**src/rtl/host_loader.sv**
```systemverilog
// Host-facing loader: decodes header-framed commands from a 32-bit valid/ready stream,
// assembles 4x4 weight tiles, writes instruction words and gates the core's reset.
module host_loader #(
    parameter int TILE_WORDS = 16,
    parameter int ADDR_W     = 8
) (
    input  logic                    clk,
    input  logic                    rst,
    input  logic                    s_valid,
    output logic                    s_ready,
    input  logic [31:0]             s_data,
    output logic                    mem_we,
    output logic [ADDR_W-1:0]       mem_addr,
    output logic [32*TILE_WORDS-1:0] tile_data,
    output logic                    instr_we,
    output logic [ADDR_W-1:0]       instr_addr,
    output logic [15:0]             instr_data,
    output logic                    core_rst,
    output logic                    busy,
    output logic                    err
);

    localparam int CNT_W = $clog2(TILE_WORDS);
    localparam logic [CNT_W-1:0] LAST_WORD = CNT_W'(TILE_WORDS - 1);

    localparam logic [1:0] CMD_LOAD_TILE  = 2'd0;
    localparam logic [1:0] CMD_LOAD_INSTR = 2'd1;
    localparam logic [1:0] CMD_RUN        = 2'd2;
    localparam logic [1:0] CMD_HALT       = 2'd3;

    typedef enum logic [1:0] {
        IDLE,
        COLLECT,
        TWRITE,
        IWRITE
    } state_t;

    state_t                    state_q,     state_d;
    logic [CNT_W-1:0]          wordCnt_q,   wordCnt_d;
    logic [ADDR_W-1:0]         tileAddr_q,  tileAddr_d;
    logic [32*TILE_WORDS-1:0]  tile_q,      tile_d;
    logic [ADDR_W-1:0]         instrAddr_q, instrAddr_d;
    logic [15:0]               instrData_q, instrData_d;
    logic                      coreRst_q,   coreRst_d;
    logic                      err_q,       err_d;

    logic       accept;
    logic [1:0] hdrCmd;
    logic       unused_hdrBits;

    assign hdrCmd         = s_data[31:30];
    assign unused_hdrBits = ^s_data[29:24];

    always_ff @(posedge clk or posedge rst) begin
        if (rst) begin
            state_q     <= IDLE;
            wordCnt_q   <= '0;
            tileAddr_q  <= '0;
            tile_q      <= '0;
            instrAddr_q <= '0;
            instrData_q <= '0;
            coreRst_q   <= 1'b1;
            err_q       <= 1'b0;
        end else begin
            state_q     <= state_d;
            wordCnt_q   <= wordCnt_d;
            tileAddr_q  <= tileAddr_d;
            tile_q      <= tile_d;
            instrAddr_q <= instrAddr_d;
            instrData_q <= instrData_d;
            coreRst_q   <= coreRst_d;
            err_q       <= err_d;
        end
    end

    // Loads are only legal while the core is held in reset; otherwise the header is
    // swallowed and the sticky error flag raised.
    always_comb begin
        state_d     = state_q;
        wordCnt_d   = wordCnt_q;
        tileAddr_d  = tileAddr_q;
        tile_d      = tile_q;
        instrAddr_d = instrAddr_q;
        instrData_d = instrData_q;
        coreRst_d   = coreRst_q;
        err_d       = err_q;

        case (state_q)
            IDLE: begin
                if (accept) begin
                    case (hdrCmd)
                        CMD_LOAD_TILE: begin
                            if (coreRst_q) begin
                                tileAddr_d = ADDR_W'(s_data[23:16]);
                                wordCnt_d  = '0;
                                state_d    = COLLECT;
                            end else begin
                                err_d = 1'b1;
                            end
                        end
                        CMD_LOAD_INSTR: begin
                            if (coreRst_q) begin
                                instrAddr_d = ADDR_W'(s_data[23:16]);
                                instrData_d = s_data[15:0];
                                state_d     = IWRITE;
                            end else begin
                                err_d = 1'b1;
                            end
                        end
                        CMD_RUN: begin
                            coreRst_d = 1'b0;
                        end
                        CMD_HALT: begin
                            coreRst_d = 1'b1;
                            err_d     = 1'b0;
                        end
                        default: begin
                            state_d = IDLE;
                        end
                    endcase
                end
            end
            COLLECT: begin
                if (accept) begin
                    tile_d[32*wordCnt_q +: 32] = s_data;
                    if (wordCnt_q == LAST_WORD) begin
                        wordCnt_d = '0;
                        state_d   = TWRITE;
                    end else begin
                        wordCnt_d = wordCnt_q + 1'b1;
                    end
                end
            end
            TWRITE:  state_d = IDLE;
            IWRITE:  state_d = IDLE;
            default: state_d = IDLE;
        endcase
    end

    // Ready is gated by rst directly so the host sees it low for the whole reset pulse.
    assign s_ready    = ~rst & ((state_q == IDLE) | (state_q == COLLECT));
    assign accept     = s_valid & s_ready;
    assign mem_we     = (state_q == TWRITE);
    assign instr_we   = (state_q == IWRITE);
    assign mem_addr   = tileAddr_q;
    assign tile_data  = tile_q;
    assign instr_addr = instrAddr_q;
    assign instr_data = instrData_q;
    assign core_rst   = coreRst_q;
    assign busy       = (state_q != IDLE);
    assign err        = err_q;

endmodule

```
**config.mk**
```make
export PLATFORM = sky130hd
export DESIGN_NAME = host_loader
export DESIGN_NICKNAME = d
export VERILOG_FILES = /design/src/rtl/host_loader.sv
export SDC_FILE = /design/constraint.sdc
export NUM_CORES = 1
export LEC_CHECK = 0
export BUFFER_PORTS_ARGS = -buffer_cell sky130_fd_sc_hd__buf_2
export CAP_MARGIN = 20
export CORE_AREA = 2 2 227 229
export CTS_CLUSTER_SIZE = 25
export DETAILED_ROUTE_END_ITERATION = 10
export DIE_AREA = 0 0 229 231
export PLACE_DENSITY = 0.74
export SLEW_MARGIN = 20
export SYNTH_ARGS = -nofsm -noshare
export SYNTH_HDL_FRONTEND = slang
export SYNTH_SLANG_ARGS = --single-unit
```
**constraint.sdc**
```tcl
create_clock -name clk -period 34.4 [get_ports clk]
set_input_delay 1.72 -clock clk [delete_from_list [all_inputs] [get_ports clk]]
set_output_delay 1.72 -clock clk [all_outputs]
set_load 0.02 [all_outputs]
```
After elaboration in Yosys (flattened, before gate mapping). Cells that the tools add are included.

Register bits after elaboration: 552. Input port bits: 35. Word-level logic and storage cells: 64.

Add/subtract/negate cells: 2. Equal/unequal tests: 16. Shift operators: 2. Multiplexer cells: 17. Bitwise gates (word level): 4. Reduce and logical (&&, ||, !) cells: 15.

Operator list (count): 512-bit bitwise mux (1); 32-bit by 34-bit variable shift with 512-bit output, first input constant (1); 32-bit by 34-bit variable part select with 512-bit output (1); 9-bit negation with 34-bit output (1); 4-bit two-way mux (5); 4-bit AND reduction (3); 2-bit two-way mux (5); 2-bit != test, second input constant (5); 2-bit equality test, second input constant (4); 4-bit one-hot mux with 2 select lines (1); 2-bit nonzero test (4); 3-bit != test, second input constant (2); 2-bit one-hot mux with 3 select lines (1); 6-bit AND reduction (1); 5-bit AND reduction (1); 4-bit by 1-bit adder with 4-bit output, second input constant (1); 2-bit by 1-bit equality test with 1-bit output, second input constant (2); 4-bit equality test, second input constant (1); 2-bit logical NOT (2); 1-bit one-hot mux with 2 select lines (2); 2-bit one-hot mux with 2 select lines (1); 2-bit OR reduction (2); 3-bit by 1-bit != test with 1-bit output, second input constant (1); 3-bit AND reduction (1); 6 further kinds (7).

Longest topological paths before layout. Gate-level depths: netlist of run 1.

Depth in word-level cells: 6. Mapped depth: 10.

Worst setup path before layout of run 1. Ideal clock, no wire load.

Path type: input port to output port. From: input port rst. To: output port s_ready. Data arrival time: 2.088 ns. Required time: 32.680 ns. Path slack: 30.592 ns. Cell stages on the path: 1. Path through: nor2_1.

Longest elaborated chain between the ends: 2.

RTL lines: start: declaration (line 8) `input logic rst,`; 1-bit NOT (line 141) `assign s_ready = ~rst & ((state_q == IDLE) | (state_q == COLLECT));`; 1-bit AND (line 141); end: declaration (line 10) `output logic s_ready,`.

No other way between the ends.

Worst setup path in the final report of run 1.
From: input port rst. To: register tile_q[81], in the netlist tile_data[81].

Longest elaborated chain between the ends: 4.

RTL lines: 1-bit NOT (line 141); 1-bit AND (line 141); 1-bit AND (line 142) `assign accept = s_valid & s_ready;`; 2-bit AND reduction (no source line); end signal: assignment (line 68) `tile_q <= tile_d;`; end: declaration (line 41) `logic [32*TILE_WORDS-1:0] tile_q, tile_d;`.

No other way between the ends. A chain may end at the register's enable or synchronous reset.

==> reports/results.ini, run 1 <==
[floorplanning]
start_util_pct = 44.22
ios = 585
rows = 83
die_area_um2 = 52900
fp.dieH_um = 231
coreArea_um2 = 50680
die_w_um = 229

[route]
vias = 16920
wl_um = 75510
wl_per_cell_um = 24.62
routed_via_density = 5.518
ant_nets = 0
drc = 0
first_pass_iters = 5
dr.first_iter.drc_count = 1253

[synthesis]
ys.flop_type = dfrtp_1
ys_seq_area_share_pct = 61.64
synth.avg_cell_area_um2 = 12.39
synth_cells = 1809
synth_nets = 1847
synth_compound_area_share_pct = 3.690
synth-xor-area-share_pct = 0.07816
synth_edf_count = 0
synthArstFlopShare_pct = 100.0
yosysWarnings = 0
synth_top_family_by_area = multiplexers
synth_cell_types = 45
synth_mux_area_share_pct = 20.49
synth_area_um2 = 22410
synth-simple-area-share_pct = 9.949
synthAdderAreaFrac_pct = 0.1675
synth-seq-cells = 552

[clocking]
post-cts-setup-buffers = 0
ctsResizeCount = 0
htreeDepth = 2
cts.clk_slew.worst_paths_ps = 60
cts-hold-fix-buffers = 0
clockBufferDepth = 3
cts_made_buffers = 57
cts_sinks = 552
clk_latency_ps = 610
cts_tree = done
clockRootBuffer = clkbuf_16

[timing]
fin_crit_ps = 4253
fin_crit_sh_pct = 12.36
slew_headroom_pct = 30.70
fmax_ghz = 0.2352
fin_setup_tns_ps = 0
final_hold_viol_count = 0
skew_ps = 20.72
worst_pin_slew_ps = 1039
maxSlewViolCount = 0
setup_ws_ps = 30150
finalSetupViolCount = 0
rsz0062_at_grt = false

[setup_path]
cp_slowest_stage_delay_ps = 890
critPathMaxFanout = 55
slowest_stage = nand3_2
cp_num_buf_inv = 2
setup.worst_path.class = in -> reg
cp.required_ps = 34880
crit_chain = buf_2 > nand4bb_1 > a211oi_4 > buf_4 > nand3_2 > mux2_1
worst_ep_arrival_time_ps = 4740
endpoint_kind = flip-flop
startpoint_type = input pin
path_delay_family = simple AND/OR/NAND/NOR gates

[min_path]
hold_path_class = reg -> reg

[placed_design]
place_ws_ps = 29520
gp_congestion = 0.8464
dp.cells = 2958
placed_area_um2 = 25910
numPortBuffers = 584
hpwl_um = 50080

[cells_and_area]
seq_area_um2 = 13810
post-route-util_pct = 55.11
fillers = 4254
drive_above_1_share_pct = 45.37
multiInputGateArea_um2 = 7791
area_growth_syn_to_layout_pct = 24.63
nets = 2377
instances_no_fill = 3067
stdcell_area_um2 = 27930

[global_routing]
grt_pass1_vias = 17450
grtUsageTotal_pct = 28.00
grt_pass1_wl_um = 111600
grt.overflow.total = 0
grt_max_degree = 190
grt_antenna_before_repair = 5

[power]
power.leakage_nw = 15.49
max-vdd-ir-drop_uv = 64.41
powerDensity_nw_per_um2 = 95.97

[status]
outcome = finished, final reports clean

[run]
maxCapViolCount = 0

## sequential cells by signal, summed over array words and instances (netlist names)
| signal | count |
|---|---|
| core_rst | 1 |
| instr_addr | 8 |
| wordCnt_q | 4 |
| mem_addr | 8 |
| state_q | 2 |
| instr_data | 16 |
| err | 1 |
| tile_data | 512 |
## final timing paths
| check | start | to | slack (ps) | depth (start not counted) |
|---|---|---|---|---|
| min in group asynchronous | rst | tile_data[282] | 1310 | 2 |
| worst max-delay path | rst | tile_data[81] | 30150 | 6 |
| worst min-delay path | tile_data[270] | tile_data[270] | 470 | 1 |
| worst max register to register | wordCnt_q[0] | tile_data[81] | 30260 | 6 |
| max in group asynchronous | rst | tile_data[169] | 30690 | 4 |
| worst min register to register | tile_data[270] | tile_data[270] | 470 | 1 |
## metal layers
metal | track usage (%) | routed length [µm] | vias up
li1 | - | - | 7173
met1 | 35.09 | 29280 | 8759
met2 | 46.63 | 36540 | 791
met3 | 7.275 | 6635 | 198
met4 | 10.84 | 3037 | 2
met5 | 0 | 19 | -
## cells by family (layout without fill, tap and decap cells)
logic type	count (synthesis)	in the layout
flops	552	552
fa+ha+maj	3	3
buf+inv	224	800
other cells	0	2
xor+xnor	2	2
mux	413	413
compound gates	150	150
simple gates	465	465
## cells in the mapped netlist (4+ instances only)
library cell | number | share of area, %
o21ai_0 | 117 | 2.6
a21oi_1 | 4 | 0.089
mux2_1 | 14 | 0.70
mux2_2 | 352 | 18
nor2b_1 | 5 | 0.14
nand4_1 | 22 | 0.61
buf_2 | 41 | 0.92
and2_1 | 60 | 1.7
mux2i_1 | 47 | 2.1
nor2_1 | 82 | 1.4
a21o_1 | 19 | 0.64
clkbuf_1 | 97 | 1.6
and3_1 | 22 | 0.61
o21ai_1 | 4 | 0.089
nand3_1 | 79 | 1.8
nand2_1 | 168 | 2.8
nor3_1 | 6 | 0.13
inv_1 | 85 | 1.4
dfrtp_1 | 551 | 62
## stage by stage
| stage | total power, mW | hold slack [ps] |
|---|---|---|
| 3_3_place_gp | 2.002 | 455.4 |
| 6_report | 2.680 | 469.7 |
| 5_1_grt | 2.792 | 490.1 |
| 4_1_cts | 2.683 | 472.8 |
| 2_1_floorplan | 1.600 | 554.2 |
| 3_5_place_dp | 2.039 | 459.7 |
## area by class of cell
class | count | share of cell area, %
diodes | 2 | 0.01792
clock buffers | 87 | 6.272
clock inverters | 18 | 0.7391
inverters | 85 | 1.187
multi-input cells | 1033 | 27.90
flip-flops and latches | 552 | 49.46
well taps | 680 | 3.046
repair buffers | 610 | 11.38
## placed cells by master (no fill, tap or decap), types with 6 or more instances in the layout
cell type,Yosys,routed
nand3_1,79,73
clkbuf_8,0,17
clkbuf_16,0,59
nand3_2,0,6
inv_1,85,84
and3_1,22,22
buf_4,0,21
mux2_1,14,14
mux2_2,352,352
o21ai_0,117,116
dfrtp_1,551,551
clkbuf_1,97,11
buf_2,41,584
nor3_1,6,6
nand2_1,168,167
and2_1,60,59
a21o_1,19,19
nor2_1,82,79
nand4_1,22,22
mux2i_1,47,47
clkinv_2,0,10
## power by group
group / internal (mW) / leakage (nW) / switching (mW) / total [mW]
Clock: 0.380 / 0.973 / 0.259 / 0.639
Combinational: 0.336 / 7.34 / 0.731 / 1.07
Sequential: 0.856 / 7.17 / 0.118 / 0.974
Note: power is estimated with default switching activity, not from simulation.
==> run 2: changes to the inputs <==
--- a/config.mk
+++ b/config.mk
@@ -7,11 +7,11 @@
 export LEC_CHECK = 0
 export BUFFER_PORTS_ARGS = -buffer_cell sky130_fd_sc_hd__buf_2
 export CAP_MARGIN = 20
-export CORE_AREA = 2 2 227 229
+export CORE_AREA = 2 2 226 228
 export CTS_CLUSTER_SIZE = 25
 export DETAILED_ROUTE_END_ITERATION = 10
-export DIE_AREA = 0 0 229 231
-export PLACE_DENSITY = 0.74
+export DIE_AREA = 0 0 228 230
+export PLACE_DENSITY = 0.77
 export SLEW_MARGIN = 20
 export SYNTH_ARGS = -nofsm -noshare
 export SYNTH_HDL_FRONTEND = slang
==> constraint.sdc (replaced) <==
create_clock -name clk -period 3.7 [get_ports clk]
set_input_delay 0.185 -clock clk [delete_from_list [all_inputs] [get_ports clk]]
set_output_delay 0.185 -clock clk [all_outputs]
set_load 0.02 [all_outputs]
==> run 2 against run 1 <==
  * Non-clock buffer count up 26
  * Via count up 1.0%
  * Flip-flop and latch count unchanged
  * Sequential power rose to 9.3 times the previous value
  * Clock power rose to 8.9 times the previous value
  * Die area down 0.87%
  * Critical path depth up 1
  * Global-route usage up 0.17 points
  * Clock skew down 6.2 ps
  * Cell area up 0.28%
  * Count of clock-buffer cells in the layout down 8
  * Routed wire length down 0.29%
  * Largest power group unchanged
==> reports/results.ini, run 2 (synthesis gave the netlist of run 1 again) <==
[floorplanning]
rows = 82  ; was 83
ios = 585  ; unchanged
start_util_pct = 44.94  ; was 44.22%
die_w_um = 228  ; was 229 µm
fp.dieH_um = 230  ; was 231 µm
coreArea_um2 = 49860  ; was 50680 µm²
die_area_um2 = 52440  ; was 52900 µm²

[route]
vias = 17090  ; was 16920
first_pass_iters = 5  ; unchanged
routed_via_density = 5.555  ; was 5.518
ant_nets = 0  ; unchanged
dr.first_iter.drc_count = 1409  ; was 1253
wl_um = 75300  ; was 75510 µm
wl_per_cell_um = 24.47  ; was 24.62 µm
drc = 0  ; unchanged

[min_path]
hold_path_class = in -> reg  ; was reg -> reg

[timing]
rsz0062_at_grt = false  ; unchanged
finalSetupViolCount = 0  ; unchanged
fmax_ghz = 0.3137
slew_headroom_pct = 26.73  ; was 30.70%
fin_setup_tns_ps = 0  ; unchanged
fin_crit_sh_pct = 86.14
worst_pin_slew_ps = 1098  ; was 1039 ps
fin_crit_ps = 3187
final_hold_viol_count = 0  ; unchanged
maxSlewViolCount = 0  ; unchanged
skew_ps = 14.56  ; was 20.72 ps

[cells_and_area]
fillers = 4154  ; was 4254
multiInputGateArea_um2 = 7776  ; was 7791 µm²
post-route-util_pct = 56.17  ; was 55.11%
largest_reg_flops = 512  ; unchanged
num_antenna_cells = 0  ; was 2
area_growth_syn_to_layout_pct = 24.98  ; was 24.63%
drive_above_1_share_pct = 45.82  ; was 45.37%
seq_area_um2 = 13810  ; unchanged
final_cell_mix = buf_2, dfrtp_1, mux2_2  ; unchanged
nets = 2400  ; was 2377
layout_commonest_cell = buf_2  ; unchanged

[clocking]
cts.clk_slew.worst_paths_ps = 70  ; was 60 ps
post-cts-setup-buffers = 0  ; unchanged
clockBufferDepth = 3  ; unchanged
clk_latency_ps = 590  ; was 610 ps
clockRootBuffer = clkbuf_16  ; unchanged
cts-hold-fix-buffers = 5  ; was 0
htreeDepth = 2  ; unchanged
cts_sinks = 552  ; unchanged
ctsResizeCount = 0  ; unchanged
cts_tree = done  ; unchanged
cts_made_buffers = 54  ; was 57

[power]
max-vdd-ir-drop_uv = 697.2  ; was 64.41 µV
power.leakage_nw = 15.55  ; was 15.49 nW
total_power_mw = 24.62  ; was 2.680 mW
powerDensity_nw_per_um2 = 879.1  ; was 95.97 nW/µm²

[setup_path]
critPathMaxFanout = 32  ; was 55
setup.worst_path.class = reg -> reg  ; was in -> reg
cp.required_ps = 4160  ; was 34880 ps
endpoint_kind = flip-flop  ; unchanged
worst_ep_arrival_time_ps = 3650  ; was 4740 ps
startpoint_type = flip-flop  ; was input pin

[status]
outcome = finished, final reports clean  ; unchanged

[global_routing]
grt.overflow.total = 0  ; unchanged
grtUsageTotal_pct = 28.18  ; was 28.00%
grt_max_degree = 94  ; was 190
grt_pass1_wl_um = 111700  ; was 111600 µm
grt_pass1_vias = 17540  ; was 17450
grt_antenna_before_repair = 3  ; was 5

[placed_design]
gp_congestion = 0.9000  ; was 0.8464
numPortBuffers = 584  ; unchanged
hpwl_um = 51180  ; was 50080 µm

[run]
maxCapViolCount = 0  ; unchanged

==> run 2: cell types whose count changed in the layout (fill, tap and decap cells not counted), sizes merged <==
cell,delta
dlygate4sd3,+5
inv,-1
diode,-2
clkinvlp,+3
clkbuf,-8
buf,+21
==> run 2: worst paths after layout <==
check                           slack, ps  depth (start not counted)           start        endpoint
worst min register to register        480                          1  tile_data[283]  tile_data[283]
worst max register to register        510                          7    wordCnt_q[0]  tile_data[489]
worst max-delay path                  510                          7    wordCnt_q[0]  tile_data[489]
worst min-delay path                   40                          3       s_data[6]  tile_data[326]
min in group asynchronous             320                          3             rst  tile_data[405]
max in group asynchronous            2300                          4             rst  tile_data[491]
==> run 2: critical path, stage by stage, from the launching register on <==
cell     delay (ps)
dfrtp_1         420
buf_4           200
nor3_1          240
ha_1            400
nor2_2          900
nand4_1         190
buf_4           320
mux2_2          340
==> run 2: metrics by stage <==
| stage | worst slack (ps) | hold WS (ps) | cells | area (µm²) |
|---|---|---|---|---|
| after floorplan | -3996 | 306.3 | 1809 | 22410 |
| after global placement | 772.1 | 454.3 | 2972 | 26070 |
| after detailed placement | 625.6 | 460.9 | 2972 | 26070 |
| after CTS | 574.6 | 1.526 | 3076 | 27980 |
| after global routing | 350.9 | 33.58 | 3077 | 28010 |
| final | 512.7 | 43.80 | 3077 | 28010 |
==> run 2: per-layer routing <==
layer	vias to the layer above	routed length, µm	GRT usage (%)
met2	871	36470	47.05
li1	7206	-	-
met4	0	3042	11.76
met5	-	0	0
met3	172	6703	6.399
met1	8843	29080	35.53
==> run 2: power breakdown <==
group	internal (mW)	switching, mW
combinational	3.15	6.74
sequential	7.96	1.08
clock	3.35	2.35
==> run 2: cell type report <==
type,instances,share of cell area (%)
clock buffer,79,5.879
sequential,552,49.32
tap,672,3.002
multi-input combinational,1033,27.76
inverter,85,1.153
clock inverter,20,0.7550
timing repair buffer,636,12.12
